## src/rtl/seq_detect_param.sv

```systemverilog
// Parametrised serial pattern detector with run-time reloadable pattern,
// selectable overlapping/non-overlapping matching and a saturating match counter.
module seq_detect_param #(
    parameter int unsigned      PAT_W   = 4,
    parameter logic [PAT_W-1:0] PAT_RST = PAT_W'(4'b1011),
    parameter bit               OVERLAP = 1'b1,
    parameter int unsigned      CNT_W   = 8
) (
    input  logic             clock,
    input  logic             reset,
    input  logic             in_valid,
    input  logic             in,
    input  logic             pat_load,
    input  logic [PAT_W-1:0] pat_in,
    input  logic             cnt_clr,
    output logic             out,
    output logic [CNT_W-1:0] match_cnt,
    output logic             busy
);

    localparam int unsigned FILL_W = $clog2(PAT_W + 1);

    typedef enum logic [1:0] {
        IDLE   = 2'd0,
        FILL   = 2'd1,
        SEARCH = 2'd2
    } state_t;

    state_t             state, state_nxt;
    logic [PAT_W-1:0]   pattern, pattern_nxt;
    logic [PAT_W-1:0]   hist, hist_nxt, shifted;
    logic [FILL_W-1:0]  fill, fill_nxt;
    logic [CNT_W-1:0]   cnt_nxt;
    logic               out_nxt;
    logic               busy_nxt;
    logic               match;

    // State, history, pattern and registered outputs.
    always_ff @(posedge clock or negedge reset) begin
        if (!reset) begin
            state     <= IDLE;
            pattern   <= PAT_RST;
            hist      <= '0;
            fill      <= '0;
            out       <= 1'b0;
            match_cnt <= '0;
            busy      <= 1'b0;
        end else begin
            state     <= state_nxt;
            pattern   <= pattern_nxt;
            hist      <= hist_nxt;
            fill      <= fill_nxt;
            out       <= out_nxt;
            match_cnt <= cnt_nxt;
            busy      <= busy_nxt;
        end
    end

    // Next-state: pattern reload beats sampling; a completing bit is compared in the same cycle.
    always_comb begin
        state_nxt   = state;
        pattern_nxt = pattern;
        hist_nxt    = hist;
        fill_nxt    = fill;
        cnt_nxt     = match_cnt;
        out_nxt     = 1'b0;
        match       = 1'b0;
        shifted     = {hist[PAT_W-2:0], in};

        if (pat_load) begin
            pattern_nxt = pat_in;
            hist_nxt    = '0;
            fill_nxt    = '0;
            state_nxt   = IDLE;
        end else if (in_valid) begin
            hist_nxt = shifted;
            unique case (state)
                IDLE: begin
                    fill_nxt  = FILL_W'(1);
                    state_nxt = FILL;
                end
                FILL: begin
                    fill_nxt = fill + FILL_W'(1);
                    if (fill_nxt == FILL_W'(PAT_W)) begin
                        state_nxt = SEARCH;
                        match     = (shifted == pattern);
                    end
                end
                SEARCH: begin
                    match = (shifted == pattern);
                end
                default: begin
                    state_nxt = IDLE;
                    fill_nxt  = '0;
                end
            endcase
            // Non-overlapping mode: the next match needs a full set of fresh bits.
            if (match && !OVERLAP) begin
                fill_nxt  = '0;
                hist_nxt  = '0;
                state_nxt = IDLE;
            end
        end

        out_nxt = match;

        if (cnt_clr) begin
            cnt_nxt = '0;
        end else if (match && (match_cnt != {CNT_W{1'b1}})) begin
            cnt_nxt = match_cnt + CNT_W'(1);
        end

        busy_nxt = (state_nxt != IDLE);
    end

endmodule

```

## config.mk

```make
export PLATFORM = sky130hd
export DESIGN_NAME = seq_detect_param
export DESIGN_NICKNAME = d
export VERILOG_FILES = /design/src/rtl/seq_detect_param.sv
export SDC_FILE = /design/constraint.sdc
export NUM_CORES = 1
export LEC_CHECK = 0
export CAP_MARGIN = 20
export CORE_MARGIN = 2
export CORE_UTILIZATION = 55
export CTS_BUF_LIST = sky130_fd_sc_hd__clkbuf_4
export DETAILED_ROUTE_END_ITERATION = 6
export PLACE_DENSITY = 0.79
export SLEW_MARGIN = 40
export SYNTH_ARGS = -nofsm -noshare
export SYNTH_HDL_FRONTEND = slang
export SYNTH_SLANG_ARGS = --single-unit
export TNS_END_PERCENT = 10
```

## constraint.sdc

```tcl
create_clock -name clock -period 2.7 [get_ports clock]
set_clock_uncertainty 0.1 [all_clocks]
set_input_delay 0.405 -clock clock [delete_from_list [all_inputs] [get_ports clock]]
set_output_delay 0.405 -clock clock [all_outputs]
set_load 0.01 [all_outputs]
```

* After elaboration in Yosys (flattened, before gate mapping) *
Cells that the tools add are included.

word-level totals
  register bits = 22
  output and inout bits = 10
  word-level logic and storage cells = 36

operators by class
  $add $sub $neg = 2
  equal/unequal tests = 6
  mux-type cells = 15
  reduce and logical (&&, ||, !) cells = 6

operator list
  kind                 count
  $mux 8               2
  $mux 3               4
  $pmux 3 s3           1
  $add 8x1->8 const B  1
  $ne 8x8->1 const B   1
  $mux 2               3
  $pmux 2 s3           1
  $reduce_bool 2->1    3
  $eq 4x4->1           1
  $add 3x1->3 const B  1
  $eq 3x3->1 const B   1
  $mux 1               3
  $eq 2x1->1 const B   1
  $eq 2x2->1 const B   1
  $logic_not 2->1      1
  $ne 2x2->1 const B   1
  $pmux 1 s2           1
  $reduce_and 2->1     1
  $logic_and 1x1->1    1

* Depth between registers and ports, before layout *
Gate-level depths: netlist of the first run.

  depth in word-level cells = 9
  gate-level depth with buffers = 6
  gate-level depth less buffers = 6

* Worst setup path after synthesis of the first run *
Ideal clock, no wire load.

  path type = reg2reg
  start = reg fill[0]
  end = reg match_cnt[0]
  setup time = 0.128 ns
  arrival time = 1.584 ns
  path slack = 0.889 ns
  cell stages (with the launch flop) = 6
  path buffers = 0
  period minus slack after synthesis = 1.811 ns
  path through = dfrtp_1 -> ha_1 -> xor2_2 -> a31oi_4 -> nor4_4 -> mux2_1

between the ends
  longest elaborated chain between the ends = 8

RTL lines
  element                      RTL line  RTL
  from (decl)                  32        logic [FILL_W-1:0] fill, fill_nxt;
  from (signal assigned)       52        fill <= fill_nxt;
  $add 3x1->3                  83        fill_nxt = fill + FILL_W'(1);
  $eq 3x3->1                   84        if (fill_nxt == FILL_W'(PAT_W)) begin
  $mux 1                       84
  $pmux 1 s2                   77        unique case (state)
  $mux 1                       75        end else if (in_valid) begin
  $mux 1                       70        if (pat_load) begin
  $logic_and 1x1->1            109       end else if (match && (match_cnt != {CNT_W{1'b1}})) begin
  $reduce_bool 2->1 (no line)  -
  to (signal assigned)         54        match_cnt <= cnt_nxt;
  to (decl)                    17        output logic [CNT_W-1:0] match_cnt,

Every way passes these cells.
A chain may end at the register's enable or synchronous reset.

* Worst setup path in the final report of the first run *
  start = reg fill[0]
  end = reg match_cnt[4]

Same word-level chain as after synthesis.

==> out/results.ini, run 1 <==
[status]
status = completed

[setup_path]
crit_path_start = fill[0]
timing.rr.start = fill[0]
path_cells = ha_1 -> xor2_2 -> a31oi_4 -> nor4_1 -> mux2_1
crit_fanout = 8
path_class = reg2reg
cp_slowest_stage_delay_ns = 0.44
endpoint_kind = register
cp.required_ns = 2.81
crit_slowest_cell = dfrtp_1
worstSetupStartpointType = register
cp.arrival_ns = 2.17

[floorplanning]
core.rowCount = 17
chipHeight_um = 53.0
core_area_mm2 = 0.00223
ioPinCount = 20
start_util = 0.592
die_w_um = 53.0
fp.dieArea_mm2 = 0.00281

[layout]
antenna_cells = 0
nFillCells = 179
layout-drive-gt1-share = 0.129
finalNonFillerCells = 175
areaGrowthSynthToFinish_pct = 20.1
fin_nets = 165
final_util = 0.711

[pwr]
ir_drop_uv = 350
cellPowerDensity_mw_per_mm2 = 388
p_leak_nw = 0.692

[routing]
wl_per_cell_um = 13.6
vias_per_cell = 5.66
drc_errors = 0
via_count = 991
initialDrtViolationCount = 11
drt_first_pass_iters = 4
routed_wirelength_um = 2390
ant_nets = 0

[sta]
rsz0062_at_grt = no
setup_ws_ns = 0.642
max_freq_mhz = 486
whs_ns = 0.325
setup_violations = 0
hold_viol_final = 0
setup_tns_ns = 0
maxSlewHeadroom = 0.679
min_period_over_period = 0.762
fin_crit_ns = 2.06
final_max_slew_viol_count = 0
max_slew.worst_pin.slew_ns = 0.479

[placed_design]
io_buffers = 19
dp_slack_ns = 0.402
gp_congestion = 0.895
dpl.hpwl_um = 1850
dp.cells = 171

[synth]
synthesis.nets = 141
synth_area_per_cell_um2 = 10.7
synth_cell_types = 36
synth_seq_cells = 22
ys_warn_count = 0
seq_area_frac_synth = 0.419
syn_area_mm2 = 0.00132
syn_inst = 124

[global_route]
grt_pass1_vias = 955
grt_max_degree = 23
grt_first_pass_wirelength_um = 4190
gr-usage-all-layers = 0.212
overflow = 0
antenna_found_initial = 0

[cts]
clock_latency_ns = 0.31
clock_sinks = 22
clkTransAtPathRegs_ns = 0.12
cts_tree = built
ctsResizeCount = 0
htree_num_levels = 1
hold_buffers = 0
cts_buffers = 3
postCtsSetupBuffers = 0
cts-root-buf = clkbuf_4
cts.path.max_buffers = 2

[run]
maxCapViolations = 0

[worst_hold_path]
hp-class = in2async

==> final timing paths <==
path                                 to  slack (ns)  depth (start not counted)
max in group asynchronous    pattern[3]        1.89                          2
setup reg to reg           match_cnt[4]        0.64                          5
hold reg to reg              pattern[2]        0.44                          1
setup / recovery           match_cnt[4]        0.64                          5
min in group clock           pattern[2]        0.44                          1
hold / removal             match_cnt[4]        0.32                          2
==> worst max-delay path: cells and delay by family, from the launching register on <==
kind,cells,cell delay (ns)
xor gates and xnor gates,1,0.24
muxes,1,0.36
AOI/OAI and AO/OA,1,0.18
DFF,1,0.44
and+or+nand+nor,1,0.37
adders and majority gates,1,0.27
==> layout make-up <==
cell class,instances,area (um2),share of cell area
Multi-Input combinational cell,95,741,0.467
Sequential cell,22,554,0.349
Timing Repair Buffer,22,213,0.134
Tap cell,28,35.0,0.0221
Clock buffer,4,30.0,0.0189
Inverter,4,15.0,0.00946
==> Yosys cell counts <==
cell type	instances	area [um2]
a21oi_1	5	25.0
a31oi_4	1	21.3
and2_1	1	6.26
and3_1	2	12.5
and4_1	1	8.76
and4bb_1	1	12.5
buf_2	1	5.00
clkbuf_1	2	7.51
dfrtp_1	19	475
dfstp_2	3	78.8
ha_1	7	87.6
inv_1	4	15.0
mux2_1	7	78.8
mux2_2	4	45.0
mux2i_1	4	40.0
nand2_1	3	11.3
nand2b_1	4	25.0
nand3_1	4	20.0
nand3_2	1	10.0
nand4_1	3	18.8
nand4b_1	1	8.76
nand4b_4	1	23.8
nor2_1	14	52.6
nor2b_1	8	50.1
nor3_1	1	5.00
nor4_1	6	37.5
nor4_4	1	21.3
nor4bb_1	1	10.0
o211ai_1	1	7.51
o21ai_0	4	20.0
o21bai_1	1	7.51
o22ai_1	1	6.26
o311ai_1	1	8.76
o31ai_1	1	7.51
xnor2_1	4	35.0
xor2_2	1	16.3
==> kinds of logic (layout without fill, tap and decap cells) <==
family,count (synthesis),after routing,share of synthesized area
and+or+nand+nor,53,53,0.253
adders and majority gates,7,7,0.0662
buffers and inverters,7,30,0.0208
AOI/OAI and AO/OA,15,15,0.0785
xor gates and xnor gates,5,5,0.0388
muxes,15,15,0.124
DFF,22,22,0.419
==> flip-flops by register name (all words and copies together) (netlist names) <==
register / cells
fill: 3
match_cnt: 8
out: 1
hist: 3
busy: 1
pattern: 4
state: 2
==> per-layer routing <==
metal  GRT usage  routed length [um]  up-vias
met3      0.0706                 129        7
li1            -                   -      499
met4      0.0684                  42        0
met5           0                   0        -
met1       0.271                1060      454
met2       0.338                1150       31
==> power breakdown <==
part | total, mW | switching [mW] | internal (mW)
combinational | 0.0967 | 0.0502 | 0.0465
sequential | 0.357 | 0.0109 | 0.346
clock | 0.163 | 0.0954 | 0.0678
==> per-stage QoR <==
stage / power (mW) / instance area, um2
after global placement: 0.456 / 1560
after global routing: 0.644 / 1590
after detailed placement: 0.461 / 1560
after floorplan: 0.420 / 1320
after CTS: 0.622 / 1590
final: 0.617 / 1590
==> layout by cell type (no fill, tap or decap), types with 4 or more instances in the layout <==
master	n
dfrtp_1	19
a21oi_1	5
clkbuf_4	4
nand3_1	4
xnor2_1	4
nand2b_1	4
nor2b_1	8
mux2_1	7
o21ai_0	4
ha_1	7
nor2_1	14
mux2_2	4
inv_1	4
mux2i_1	4
nor4_1	6
clkdlybuf4s50_1	19
Note: power is estimated with default switching activity, not from simulation.
==> inputs of run 2 (changes only) <==
- clock period: 2.7 -> 2 ns (I/O delays scaled with it)
==> run 2 against run 1 <==
Net effect: clock-buffer cell count down 1; critical path depth unchanged; die area did not move; flip-flop and latch count unchanged; non-clock buffer count rose by 6; cell count rose by 3.4%; maximum frequency grew 6.4%; wire length rose by 17%; largest cell class unchanged; total power up 38%; highest routed layer unchanged; first-iteration DRC count up 45%; clock power rose by 33%; global-route usage rose by 0.41 points.
==> out/results.ini, run 2 (synthesis gave the netlist of run 1 again) <==
[setup_path]
r2r_setup_slack_ns = 0.07  ; was 0.64 ns
crit_fanout = 8  ; unchanged
worstSetupStartpointType = register  ; unchanged
critPathBufInv = 1  ; was 0
path_cells = inv_2 -> ha_4 -> nand4b_4 -> nor4_2 -> mux2_1  ; was ha_1 -> xor2_2 -> a31oi_4 -> nor4_1 -> mux2_1
cp.required_ns = 2.12  ; was 2.81 ns
crit_slowest_cell = dfrtp_1  ; unchanged
cp_slowest_stage_delay_ns = 0.44  ; about the same
timing.rr.end = match_cnt[5]  ; was match_cnt[4]
endpoint_kind = register  ; unchanged
rr_worst_depth = 5  ; unchanged
cp.arrival_ns = 2.05  ; was 2.17 ns
timing.rr.start = state[0]  ; was fill[0]
path_class = reg2reg  ; unchanged
critPathTopFamily = simple AND/OR/NAND/NOR gates  ; was flip-flops

[cts]
cts_tree = built  ; unchanged
cts.path.max_buffers = 2  ; unchanged
clock_latency_ns = 0.32  ; was 0.31 ns
htree_num_levels = 1  ; unchanged
cts_buffers = 3  ; unchanged
clock_sinks = 22  ; unchanged
clkTransAtPathRegs_ns = 0.13  ; was 0.12 ns
cts-root-buf = clkbuf_4  ; unchanged

[sta]
max_freq_mhz = 517  ; was 486 MHz
fin_crit_ns = 1.93  ; was 2.06 ns
min_period_over_period = 0.967  ; was 0.762
final_max_slew_viol_count = 0  ; unchanged
setup_violations = 0  ; unchanged
max_slew.worst_pin.slew_ns = 0.545  ; was 0.479 ns
hold_viol_final = 0  ; unchanged
whs_ns = 0.204  ; was 0.325 ns
maxSlewHeadroom = 0.635  ; was 0.679

[run]
maxCapViolations = 0  ; unchanged

[placed_design]
postPlaceCellArea_mm2 = 0.00159  ; was 0.00156 mm2
dpl.hpwl_um = 1880  ; was 1850 um
gp_congestion = 0.842  ; was 0.895
io_buffers = 19  ; unchanged

[routing]
ant_nets = 0  ; unchanged
wl_per_cell_um = 15.5  ; was 13.6 um
initialDrtViolationCount = 16  ; was 11
drt_first_pass_iters = 4  ; unchanged
vias_per_cell = 5.85  ; was 5.66
routed_wirelength_um = 2800  ; was 2390 um
via_count = 1059  ; was 991
drc_errors = 0  ; unchanged

[floorplanning]
core_area_mm2 = 0.00223  ; unchanged
ioPinCount = 20  ; unchanged
start_util = 0.592  ; unchanged
core.rowCount = 17  ; unchanged
chipHeight_um = 53.0  ; unchanged
die_w_um = 53.0  ; unchanged
fp.dieArea_mm2 = 0.00281  ; unchanged

[worst_hold_path]
hp-class = in2async  ; unchanged

[layout]
fin_nets = 171  ; was 165
top_register = match_cnt  ; unchanged
layout-drive-gt1-share = 0.222  ; was 0.129
antenna_cells = 0  ; unchanged
layout_common_cells = 19 x dfrtp_1, 19 x clkdlybuf4s50_1, 14 x nor2_1, 9 x buf_4, 8 x nor2b_1  ; was 19 x dfrtp_1, 19 x clkdlybuf4s50_1, 14 x nor2_1, 8 x nor2b_1
design_area_mm2 = 0.00170  ; was 0.00159 mm2
nFillCells = 153  ; was 179
largest_reg_flops = 8  ; unchanged
top_regs = match_cnt: 8 flops, pattern: 4 flops  ; unchanged
areaGrowthSynthToFinish_pct = 28.7  ; was 20.1%

[pwr]
ir_drop_uv = 502  ; was 350 uV
p_leak_nw = 0.732  ; was 0.692 nW
cellPowerDensity_mw_per_mm2 = 502  ; was 388 mW/mm2

[global_route]
antenna_found_initial = 0  ; unchanged
grt_first_pass_wirelength_um = 4310  ; was 4190 um
grt_pass1_vias = 1018  ; was 955
grt_max_degree = 23  ; unchanged
gr-usage-all-layers = 0.216  ; was 0.212
overflow = 0  ; unchanged

[status]
status = completed  ; unchanged

[run 2: cell types whose count changed in the layout (fill, tap and decap cells not counted), sizes merged]
cell / before / now
clkinv: 0 / 1
clkbuf: 4 / 3
buf: 3 / 9
[run 2: cell type report]
cell class                 instances  area, um2  area share
timing repair buffer              28        258       0.151
clock inverter                     1       3.75     0.00221
clock buffer                       3       22.5      0.0132
multi-input combinational         95        813       0.478
inverter                           4       15.0     0.00882
tap                               28       35.0      0.0206
sequential                        22        554       0.326
[run 2: metal layers]
metal | GRT usage | wire length (um) | up-vias
met2 | 0.344 | 1430 | 24
met3 | 0.0424 | 95 | 5
met1 | 0.271 | 1230 | 527
li1 | - | - | 503
met4 | 0.128 | 53 | 0
met5 | 0 | 0 | -
[run 2: what timing repair did]
action                                 CTS  global route
setup endpoints to repair                0             8
buffers inserted                         0             2
endpoints found under the hold margin    0             0
resized for setup                        0            12
hold buffers                             0             0
[run 2: how the worst max path moves through the flow]
| stage | startpoint | slack (ns) | cells after the start | end |
|---|---|---|---|---|
| after floorplan | fill[0] | 0.19 | 5 | match_cnt[0] |
| after global placement | in | -0.15 | 5 | match_cnt[3] |
| after detailed placement | in | -0.17 | 5 | match_cnt[6] |
| after CTS | fill[1] | 0.05 | 5 | match_cnt[6] |
| after global routing | state[0] | -0.03 | 5 | match_cnt[7] |
| final | state[0] | 0.07 | 5 | match_cnt[5] |
[run 2: metrics by stage]
step,util,TNS (ns),cells,setup WS (ns),power [mW]
final,0.762,0,181,0.0652,0.853
after global routing,0.762,-0.116,181,-0.0336,0.888
after CTS,0.723,0,179,0.0542,0.844
after detailed placement,0.711,-1.12,175,-0.167,0.628
after global placement,0.711,-0.929,175,-0.147,0.622
after floorplan,-,0,124,0.189,0.566
[run 2: power breakdown]
| group | switching, mW | internal (mW) |
|---|---|---|
| logic | 0.0824 | 0.0742 |
| registers | 0.0133 | 0.467 |
| clock network | 0.143 | 0.0732 |
| total | 0.239 | 0.614 |
